`src/rtl/axi_r_buffer_if.sv`:
```
// axi_r_buffer_if: descriptor, APB beat and AXI R channel bundle.
// slave = buffer side, master = driver/collector side.
interface axi_r_buffer_if #(
  parameter int DATA_WIDTH = 32,
  parameter int ID_WIDTH   = 4,
  parameter int USER_WIDTH = 1
);

  logic                  cmd_valid_i;
  logic                  cmd_ready_o;
  logic [ID_WIDTH-1:0]   cmd_id_i;
  logic [7:0]            cmd_len_i;
  logic [USER_WIDTH-1:0] cmd_user_i;

  logic                  beat_valid_i;
  logic                  beat_ready_o;
  logic [DATA_WIDTH-1:0] beat_data_i;
  logic                  beat_err_i;

  logic                  master_valid_o;
  logic [DATA_WIDTH-1:0] master_data_o;
  logic [1:0]            master_resp_o;
  logic [ID_WIDTH-1:0]   master_id_o;
  logic [USER_WIDTH-1:0] master_user_o;
  logic                  master_last_o;
  logic                  master_ready_i;

  modport slave (
    input  cmd_valid_i, cmd_id_i,
    input  cmd_len_i, cmd_user_i,
    input  beat_valid_i, beat_data_i,
    input  beat_err_i, master_ready_i,
    output cmd_ready_o, beat_ready_o,
    output master_valid_o, master_data_o,
    output master_resp_o, master_id_o,
    output master_user_o, master_last_o
  );

  modport master (
    output cmd_valid_i, cmd_id_i,
    output cmd_len_i, cmd_user_i,
    output beat_valid_i, beat_data_i,
    output beat_err_i, master_ready_i,
    input  cmd_ready_o, beat_ready_o,
    input  master_valid_o, master_data_o,
    input  master_resp_o, master_id_o,
    input  master_user_o, master_last_o
  );

endinterface

```
`src/rtl/axi_r_buffer.sv`:
```
// axi_r_buffer: AXI2APB read-data return path, beats tagged and queued.
// Optional: AXI_R_ERR_STICKY_EN makes SLVERR sticky for rest of burst.
module axi_r_buffer #(
  parameter int DATA_WIDTH   = 32,
  parameter int ID_WIDTH     = 4,
  parameter int USER_WIDTH   = 1,
  parameter int BUFFER_DEPTH = 2
) (
  input  logic           clk_i,
  input  logic           rst_i,
  axi_r_buffer_if.slave  bus
);

  localparam int PW = $clog2(BUFFER_DEPTH);
  localparam int CW = $clog2(BUFFER_DEPTH + 1);

  localparam logic [0:0] IDLE  = 1'b0;
  localparam logic [0:0] BURST = 1'b1;

  logic [0:0]            state_q;
  logic [7:0]            cnt_q;
  logic [7:0]            len_q;
  logic [ID_WIDTH-1:0]   id_q;
  logic [USER_WIDTH-1:0] user_q;

  logic [DATA_WIDTH-1:0] mem_data [BUFFER_DEPTH];
  logic [ID_WIDTH-1:0]   mem_id   [BUFFER_DEPTH];
  logic [USER_WIDTH-1:0] mem_user [BUFFER_DEPTH];
  logic [1:0]            mem_resp [BUFFER_DEPTH];
  logic                  mem_last [BUFFER_DEPTH];

  logic [PW-1:0] wptr_q;
  logic [PW-1:0] rptr_q;
  logic [CW-1:0] count_q;

  logic       full;
  logic       empty;
  logic       cmd_hs;
  logic       push;
  logic       pop;
  logic       last_beat;
  logic [1:0] resp_d;

  function automatic logic [PW-1:0] nxt(
    input logic [PW-1:0] p
  );
    if (p == PW'(BUFFER_DEPTH - 1))
      return '0;
    return p + 1'b1;
  endfunction

  assign full  = (count_q == CW'(BUFFER_DEPTH));
  assign empty = (count_q == '0);

  assign cmd_hs = bus.cmd_valid_i
                & bus.cmd_ready_o;
  assign push   = bus.beat_valid_i
                & bus.beat_ready_o;
  assign pop    = bus.master_valid_o
                & bus.master_ready_i;

  assign last_beat = (cnt_q == len_q);

`ifdef AXI_R_ERR_STICKY_EN
  logic err_q;

  // Sticky burst error: set by any failing beat, cleared per burst.
  always_ff @(posedge clk_i or posedge rst_i) begin
    if (rst_i)
      err_q <= 1'b0;
    else if (cmd_hs)
      err_q <= 1'b0;
    else if (push && bus.beat_err_i)
      err_q <= 1'b1;
  end

  assign resp_d = (bus.beat_err_i || err_q)
                ? 2'b10 : 2'b00;
`else
  assign resp_d = bus.beat_err_i
                ? 2'b10 : 2'b00;
`endif

  assign bus.cmd_ready_o  = (state_q == IDLE);
  assign bus.beat_ready_o = (state_q == BURST)
                          & ~full;

  // Head entry drives R; forced to zero when empty so reset reads 0.
  assign bus.master_valid_o = ~empty;
  assign bus.master_data_o  = empty ? '0
                            : mem_data[rptr_q];
  assign bus.master_id_o    = empty ? '0
                            : mem_id[rptr_q];
  assign bus.master_user_o  = empty ? '0
                            : mem_user[rptr_q];
  assign bus.master_resp_o  = empty ? '0
                            : mem_resp[rptr_q];
  assign bus.master_last_o  = empty ? 1'b0
                            : mem_last[rptr_q];

  // Burst FSM: latch descriptor, count beats until len.
  always_ff @(posedge clk_i or posedge rst_i) begin
    if (rst_i) begin
      state_q <= IDLE;
      cnt_q   <= '0;
      len_q   <= '0;
      id_q    <= '0;
      user_q  <= '0;
    end else begin
      unique case (state_q)
        IDLE: begin
          if (cmd_hs) begin
            state_q <= BURST;
            cnt_q   <= '0;
            len_q   <= bus.cmd_len_i;
            id_q    <= bus.cmd_id_i;
            user_q  <= bus.cmd_user_i;
          end
        end
        BURST: begin
          if (push) begin
            if (last_beat)
              state_q <= IDLE;
            else
              cnt_q <= cnt_q + 8'd1;
          end
        end
        default: state_q <= IDLE;
      endcase
    end
  end

  // FIFO pointers and occupancy; reset drops in-flight entries.
  always_ff @(posedge clk_i or posedge rst_i) begin
    if (rst_i) begin
      wptr_q  <= '0;
      rptr_q  <= '0;
      count_q <= '0;
    end else begin
      if (push)
        wptr_q <= nxt(wptr_q);
      if (pop)
        rptr_q <= nxt(rptr_q);
      count_q <= count_q
               + CW'(push)
               - CW'(pop);
    end
  end

  // FIFO storage; contents are masked while empty.
  always_ff @(posedge clk_i) begin
    if (push) begin
      mem_data[wptr_q] <= bus.beat_data_i;
      mem_id[wptr_q]   <= id_q;
      mem_user[wptr_q] <= user_q;
      mem_resp[wptr_q] <= resp_d;
      mem_last[wptr_q] <= last_beat;
    end
  end

endmodule
```
`src/flat_wrapper.sv`:
```
// flat-port wrapper written by rule: the top's interface ports become plain ports
module axi_r_buffer_flat 
#(
  parameter int DATA_WIDTH   = 32,
  parameter int ID_WIDTH     = 4,
  parameter int USER_WIDTH   = 1,
  parameter int BUFFER_DEPTH = 2
)
  (clk_i, rst_i, bus_cmd_valid_i, bus_cmd_id_i, bus_cmd_len_i, bus_cmd_user_i, bus_beat_valid_i, bus_beat_data_i, bus_beat_err_i, bus_master_ready_i, bus_cmd_ready_o, bus_beat_ready_o, bus_master_valid_o, bus_master_data_o, bus_master_resp_o, bus_master_id_o, bus_master_user_o, bus_master_last_o);
  axi_r_buffer_if #(.DATA_WIDTH(DATA_WIDTH), .ID_WIDTH(ID_WIDTH), .USER_WIDTH(USER_WIDTH)) bus_i ();
  input  logic clk_i;
  input  logic rst_i;
  input wire logic [$bits(bus_i.cmd_valid_i)-1:0] bus_cmd_valid_i;
  input wire logic [$bits(bus_i.cmd_id_i)-1:0] bus_cmd_id_i;
  input wire logic [$bits(bus_i.cmd_len_i)-1:0] bus_cmd_len_i;
  input wire logic [$bits(bus_i.cmd_user_i)-1:0] bus_cmd_user_i;
  input wire logic [$bits(bus_i.beat_valid_i)-1:0] bus_beat_valid_i;
  input wire logic [$bits(bus_i.beat_data_i)-1:0] bus_beat_data_i;
  input wire logic [$bits(bus_i.beat_err_i)-1:0] bus_beat_err_i;
  input wire logic [$bits(bus_i.master_ready_i)-1:0] bus_master_ready_i;
  output wire logic [$bits(bus_i.cmd_ready_o)-1:0] bus_cmd_ready_o;
  output wire logic [$bits(bus_i.beat_ready_o)-1:0] bus_beat_ready_o;
  output wire logic [$bits(bus_i.master_valid_o)-1:0] bus_master_valid_o;
  output wire logic [$bits(bus_i.master_data_o)-1:0] bus_master_data_o;
  output wire logic [$bits(bus_i.master_resp_o)-1:0] bus_master_resp_o;
  output wire logic [$bits(bus_i.master_id_o)-1:0] bus_master_id_o;
  output wire logic [$bits(bus_i.master_user_o)-1:0] bus_master_user_o;
  output wire logic [$bits(bus_i.master_last_o)-1:0] bus_master_last_o;
  assign bus_i.cmd_valid_i = bus_cmd_valid_i;
  assign bus_i.cmd_id_i = bus_cmd_id_i;
  assign bus_i.cmd_len_i = bus_cmd_len_i;
  assign bus_i.cmd_user_i = bus_cmd_user_i;
  assign bus_i.beat_valid_i = bus_beat_valid_i;
  assign bus_i.beat_data_i = bus_beat_data_i;
  assign bus_i.beat_err_i = bus_beat_err_i;
  assign bus_i.master_ready_i = bus_master_ready_i;
  assign bus_cmd_ready_o = bus_i.cmd_ready_o;
  assign bus_beat_ready_o = bus_i.beat_ready_o;
  assign bus_master_valid_o = bus_i.master_valid_o;
  assign bus_master_data_o = bus_i.master_data_o;
  assign bus_master_resp_o = bus_i.master_resp_o;
  assign bus_master_id_o = bus_i.master_id_o;
  assign bus_master_user_o = bus_i.master_user_o;
  assign bus_master_last_o = bus_i.master_last_o;
  axi_r_buffer #(.DATA_WIDTH(DATA_WIDTH), .ID_WIDTH(ID_WIDTH), .USER_WIDTH(USER_WIDTH), .BUFFER_DEPTH(BUFFER_DEPTH)) u_core (.clk_i(clk_i), .rst_i(rst_i), .bus(bus_i));
endmodule
```
`config.mk`:
```
export PLATFORM = sky130hd
export DESIGN_NAME = axi_r_buffer_flat
export DESIGN_NICKNAME = d
export VERILOG_FILES = /design/src/rtl/axi_r_buffer_if.sv /design/src/rtl/axi_r_buffer.sv /design/src/flat_wrapper.sv
export SDC_FILE = /design/constraint.sdc
export NUM_CORES = 1
export LEC_CHECK = 0
export BUFFER_PORTS_ARGS = -buffer_cell sky130_fd_sc_hd__buf_2
export CORE_UTILIZATION = 54
export CTS_CLUSTER_DIAMETER = 100
export DETAILED_ROUTE_END_ITERATION = 10
export GPL_TIMING_DRIVEN = 0
export PLACE_DENSITY = 0.88
export SETUP_SLACK_MARGIN = 0.4
export SLEW_MARGIN = 20
export SYNTH_ARGS = -nofsm -noshare
export SYNTH_HDL_FRONTEND = slang
export SYNTH_SLANG_ARGS = --single-unit
```
`constraint.sdc`:
```
create_clock -name clk_i -period 3.4 [get_ports clk_i]
set_input_delay 0.85 -clock clk_i [delete_from_list [all_inputs] [get_ports clk_i]]
set_output_delay 0.85 -clock clk_i [all_outputs]
set_load 0.05 [all_outputs]
```
# --- Word level (Yosys, flattened, before mapping) ---
# Memory sizes are Yosys's and may differ from the RTL's.
# Cells that the tools add are included.
totals:
  ramBits: 80
  inputBits: 51
  n_memories: 5
  ff_bits: 26
  out_inout_bits: 43
classes:
  n_mux: 24
  n_bitwise: 7
  n_reduce_logical: 3
  eq_ne: 5
  add_sub_neg: 5
mem_list:
  columns: ["name", "words", "width", "read_ports", "rd_ports_with_merged_regs", "wr", "line", "rtl"]
  rows:
  - ["u_core.mem_data", 2, 32, 1, 0, 1, "axi_r_buffer.sv:26", "logic [DATA_WIDTH-1:0] mem_data [BUFFER_DEPTH];"]
  - ["u_core.mem_id", 2, 4, 1, 0, 1, "axi_r_buffer.sv:27", "logic [ID_WIDTH-1:0] mem_id [BUFFER_DEPTH];"]
  - ["u_core.mem_resp", 2, 2, 1, 0, 1, "axi_r_buffer.sv:29", "logic [1:0] mem_resp [BUFFER_DEPTH];"]
  - ["u_core.mem_last", 2, 1, 1, 0, 1, "axi_r_buffer.sv:30", "logic mem_last [BUFFER_DEPTH];"]
  - ["u_core.mem_user", 2, 1, 1, 0, 1, "axi_r_buffer.sv:28", "logic [USER_WIDTH-1:0] mem_user [BUFFER_DEPTH];"]
ops:
  columns: ["operator", "count"]
  rows:
  - ["2-to-1 mux 32 bit", 1]
  - ["2-to-1 mux 8 bit", 3]
  - ["one-hot mux 8 bit (2 select lines)", 1]
  - ["2-to-1 mux 1 bit", 15]
  - ["adder 8 x 1 -> 8 bit (second input constant)", 1]
  - ["equality test 8 bit", 1]
  - ["inequality test 2 bit (second input constant)", 3]
  - ["AND 1 bit", 4]
  - ["2-to-1 mux 2 bit", 2]
  - ["2-to-1 mux 4 bit", 1]
  - ["inverter 1 bit", 3]
  - ["AND reduction 3 bit", 1]
  - ["adder 1 bit (second input constant)", 2]
  - ["adder 2 x 1 -> 2 bit", 1]
  - ["equality test 2 bit (second input constant)", 1]
  - ["logical NOT 2 bit", 1]
  - ["one-hot mux 1 bit (2 select lines)", 1]
  - ["AND reduction 2 bit", 1]
  - ["subtractor 2 x 1 -> 2 bit", 1]

# --- Depth between registers and ports, before layout ---
depth:
  depth_word: 6
  depth_mapped: 6

# --- Least setup slack after synthesis ---
# OpenSTA, ideal clock, no wires.
synth_path:
  kind: "in2reg"
  startpoint: "in bus_beat_valid_i"
  endpoint: "mem u_core.mem_data[0][0], enable pin"
  stages: 2
  path_slack_ns: 0.292
  arrival_ns: 2.673
  path_buffers: 0
  t_required_ns: 2.965
  path_cell_list: "nand3_1 > nor2_1"
synth_via:
  elab_chain_len: 3
synth_rtl:
  columns: ["item", "line", "rtl"]
  rows:
  - ["from (decl)", "flat_wrapper.sv:17", "input wire logic [$bits(bus_i.beat_valid_i)-1:0] bus_beat_valid_i;"]
  - ["AND 1 bit", "axi_r_buffer.sv:58", "& bus.beat_ready_o;"]
  - ["2-to-1 mux 1 bit", "axi_r_buffer.sv:152", "if (push) begin"]
  - ["2-to-1 mux 1 bit (implied by the code)", "axi_r_buffer.sv:153", "mem_data[wptr_q] <= bus.beat_data_i;"]
  - ["to (decl)", "axi_r_buffer.sv:26", null]
# Every way passes these cells.

# --- Worst setup path in the final report ---
layout_path:
  startpoint: "reg u_core.count_q[1]"
  endpoint: "out bus_master_data_o[23]"
layout_via:
  elab_chain_len: 2
layout_rtl:
  columns: ["item", "line", "rtl"]
  rows:
  - ["from (decl)", "axi_r_buffer.sv:34", "logic [CW-1:0] count_q;"]
  - ["from (signal assigned)", "axi_r_buffer.sv:144", "count_q <= count_q"]
  - ["logical NOT 2 bit", "axi_r_buffer.sv:53", "assign empty = (count_q == '0);"]
  - ["2-to-1 mux 32 bit", "axi_r_buffer.sv:90", "assign bus.master_data_o = empty ? '0"]
  - ["to (decl)", "flat_wrapper.sv:24", "output wire logic [$bits(bus_i.master_data_o)-1:0] bus_master_data_o;"]
# Every way passes these cells.

==> qor.txt <==
Avg Synthesized Cell Area = 15.05 µm²
CTS root buf = clkbuf_8
Peak Freq = 355.8 MHz
H-tree depth = 3
Crit path required time = 2.55 ns
Synth cell types = 34
Setup CP Type = flop to primary output
CTS Buf Count = 9
Synthesis-to-finish area growth = 19.58%
Post-detail-place hpwl = 5379 µm
Slew Limit Fails = 0
Slew @ Worst Pin = 0.9083 ns
Area of the core = 7408 µm²
Deepest clock path buffer count = 2
Share of cells above drive strength 1 = 0.3641
Antenna Cells = 0
Syn nets = 334
Die Footprint = 8192 µm²
Skew final = 0.01174 ns
Tot GR Track Use = 0.1911
Outcome = completed
Final worst setup slack = 0.5895 ns
Top cell type by total area after synthesis = edfxtp_1
Largest net degree at the start of global routing = 27
Final Hold Fails = 0
First-pass GRT wire length = 12050 µm
Hold Crit Class = flop to flop
FILL cells = 531
Cell Area, Synth = 4230 µm²
Pwr Total = 5244 µW
TritonCTS clock tree = built
Final cycle utilization of the critical path = 0.8266
Most common cell in the synthesized netlist = edfxtp_1
Clock transition at path regs = 0.10 ns
Finish-stage setup viols = 0
Leakage power = 0.002132 µW
Row count = 31
Starting Density = 0.5710
Place WS = 0.6620 ns
Number of enable flip-flop cells after synthesis = 78
Max_slew headroom = 0.3907
Io pins = 94
Via/cell ratio = 5.211
First-pass DRT Iterations = 4
RSZ-0062 raised after global routing = false
Ys flop type = edfxtp_1
Layout Nets = 439
Crit Path Max Fanout = 10
Remaining DRCs = 0
Peak supply drop = 429.8 µV
Clk sinks = 104
Routed Antenna Nets = 0
Vias in the first global route = 2541
Worst Hold Slack = 0.4758 ns
Post-route setup TNS = 0 ns
Worst Path Arrival = 1.96 ns
Power per cell area = 1037 nW/µm²
GRT Residual Overflow = 0
DR WL/cell = 15.11 µm
Initial antenna violation count = 0
Synth async-reset ratio = 0.2500
Clk_lat worst skew = 0.36 ns
Register area share after synthesis = 0.7075
Startpoint Class = flop
DR iter-0 viols = 105
Synth area leaders = edfxtp_1 55%, dfrtp_1 15%, mux2i_1 9.2%
Crit path capture type = primary output
Routability cong. = 0.8209
Most instantiated cells after synthesis = 78 x edfxtp_1, 44 x nor2_1, 39 x mux2i_1
Port Buf Inserts = 92
Yosys reg bits = 104
Syn Inst Count = 281
Max-cap violations = 0
WL final = 7387 µm
Setup Buffers After CTS = 0
Top-area cell type share of the netlist area = 0.5537
Min Clock Period, post-route = 2.810 ns
DIE WIDTH = 90.51 µm
Synth warnings = 0
DIE HEIGHT = 90.51 µm
Vias = 2548
critical path, stage by stage (launching register included):
cell and delay (ns):
dfrtp_1 0.43, nor2_1 0.28, clkbuf_2 0.30, clkbuf_2 0.27, nor2_1 0.10, buf_2 0.22
state kept, by name, summed over array words and instances (netlist names), 2 cells and up:
signal           count
u_core.mem_resp      2
u_core.mem_id        8
u_core.mem_data     64
u_core.len_q         8
u_core.count_q       2
u_core.id_q          4
u_core.cnt_q         8
u_core.mem_user      2
u_core.mem_last      2
cell type report:
cell class	instances	area [µm²]	area share
plain buffers	13	66.31	0.01311
clock buffers	9	123.9	0.02449
clock inverters	6	53.80	0.01064
inverters	6	27.53	0.005442
multi-input cells	158	1155	0.2283
flip-flops and latches	104	2993	0.5916
well taps	99	123.9	0.02449
repair buffers	94	515.5	0.1019
per-stage QoR:
stage          area, µm²  cells    util
3_3_place_gp        4817    472  0.6502
2_1_floorplan       4233    281       -
4_1_cts             5057    489  0.6827
5_1_grt             5059    489  0.6828
3_5_place_dp        4878    474  0.6585
6_report            5059    489  0.6828
metal layers:
| metal | wire, µm | vias to the layer above | track usage |
|---|---|---|---|
| li1 | - | 1224 | - |
| met1 | 3047 | 1233 | 0.2385 |
| met2 | 3843 | 82 | 0.3384 |
| met3 | 410 | 9 | 0.03030 |
| met4 | 86 | 0 | 0.06452 |
| met5 | 0 | - | 0 |
final timing paths:
path	from	to	slack (ns)	cells past startpoint
hold / removal	u_core.id_q[2]	u_core.mem_id[1][2]	0.48	0
setup / recovery	u_core.count_q[1]	bus_master_data_o[23]	0.59	5
setup reg to reg	u_core.count_q[1]	u_core.mem_data[1][8]	1.43	5
min in group asynchronous	rst_i	u_core.len_q[6]	0.57	2
max in group asynchronous	rst_i	u_core.cnt_q[3]	2.41	2
hold reg to reg	u_core.id_q[2]	u_core.mem_id[1][2]	0.48	0
cell families (layout without fill, tap and decap cells):
kind of cell,after synthesis,count (layout),synth area share
other,1,1,0.0008865
xor gates and xnor gates,13,13,0.02692
AOI/OAI and AO/OA,25,25,0.04170
muxes,52,52,0.1269
and+or+nand+nor,65,65,0.06862
DFF,104,104,0.7075
buffers and inverters,19,128,0.02159
adders and majority gates,2,2,0.005914
timing repair:
item,in CTS,in global routing
gates cloned,0,0
endpoints found under the hold margin,0,0
setup endpoints to repair,10,10
pin swaps,0,0
hold buffers,0,0
gates resized for setup,1,1
report_power, final:
group	internal, µW	leakage [µW]	switching, µW	total (µW)
registers	1790	0.00103	187	1980
logic	761	0.00102	1810	2570
clock network	274	0.0000814	424	697
placed cells by master, fill, tap and decap left out, drive strengths merged:
master and count:
clkinvlp 3, conb 1, nor2b 1, and3 3, clkbuf 14, nand3 1
clkinv 3, nor2 44, ha 2, o311a 1, dfrtp 26, a32oi 1
mux2i 39, a211o 1, inv 6, nand2 6, a31oi 5, edfxtp 78
nand2b 2, or3 1, a21o 1, a21oi 7, mux2 13, o21ai 5
nand4 3, and4b 1, buf 102, o21ba 3, o21a 1, and2 3
xor2 1, xnor2 12
No activity file was read; power rests on OpenSTA's default activity.
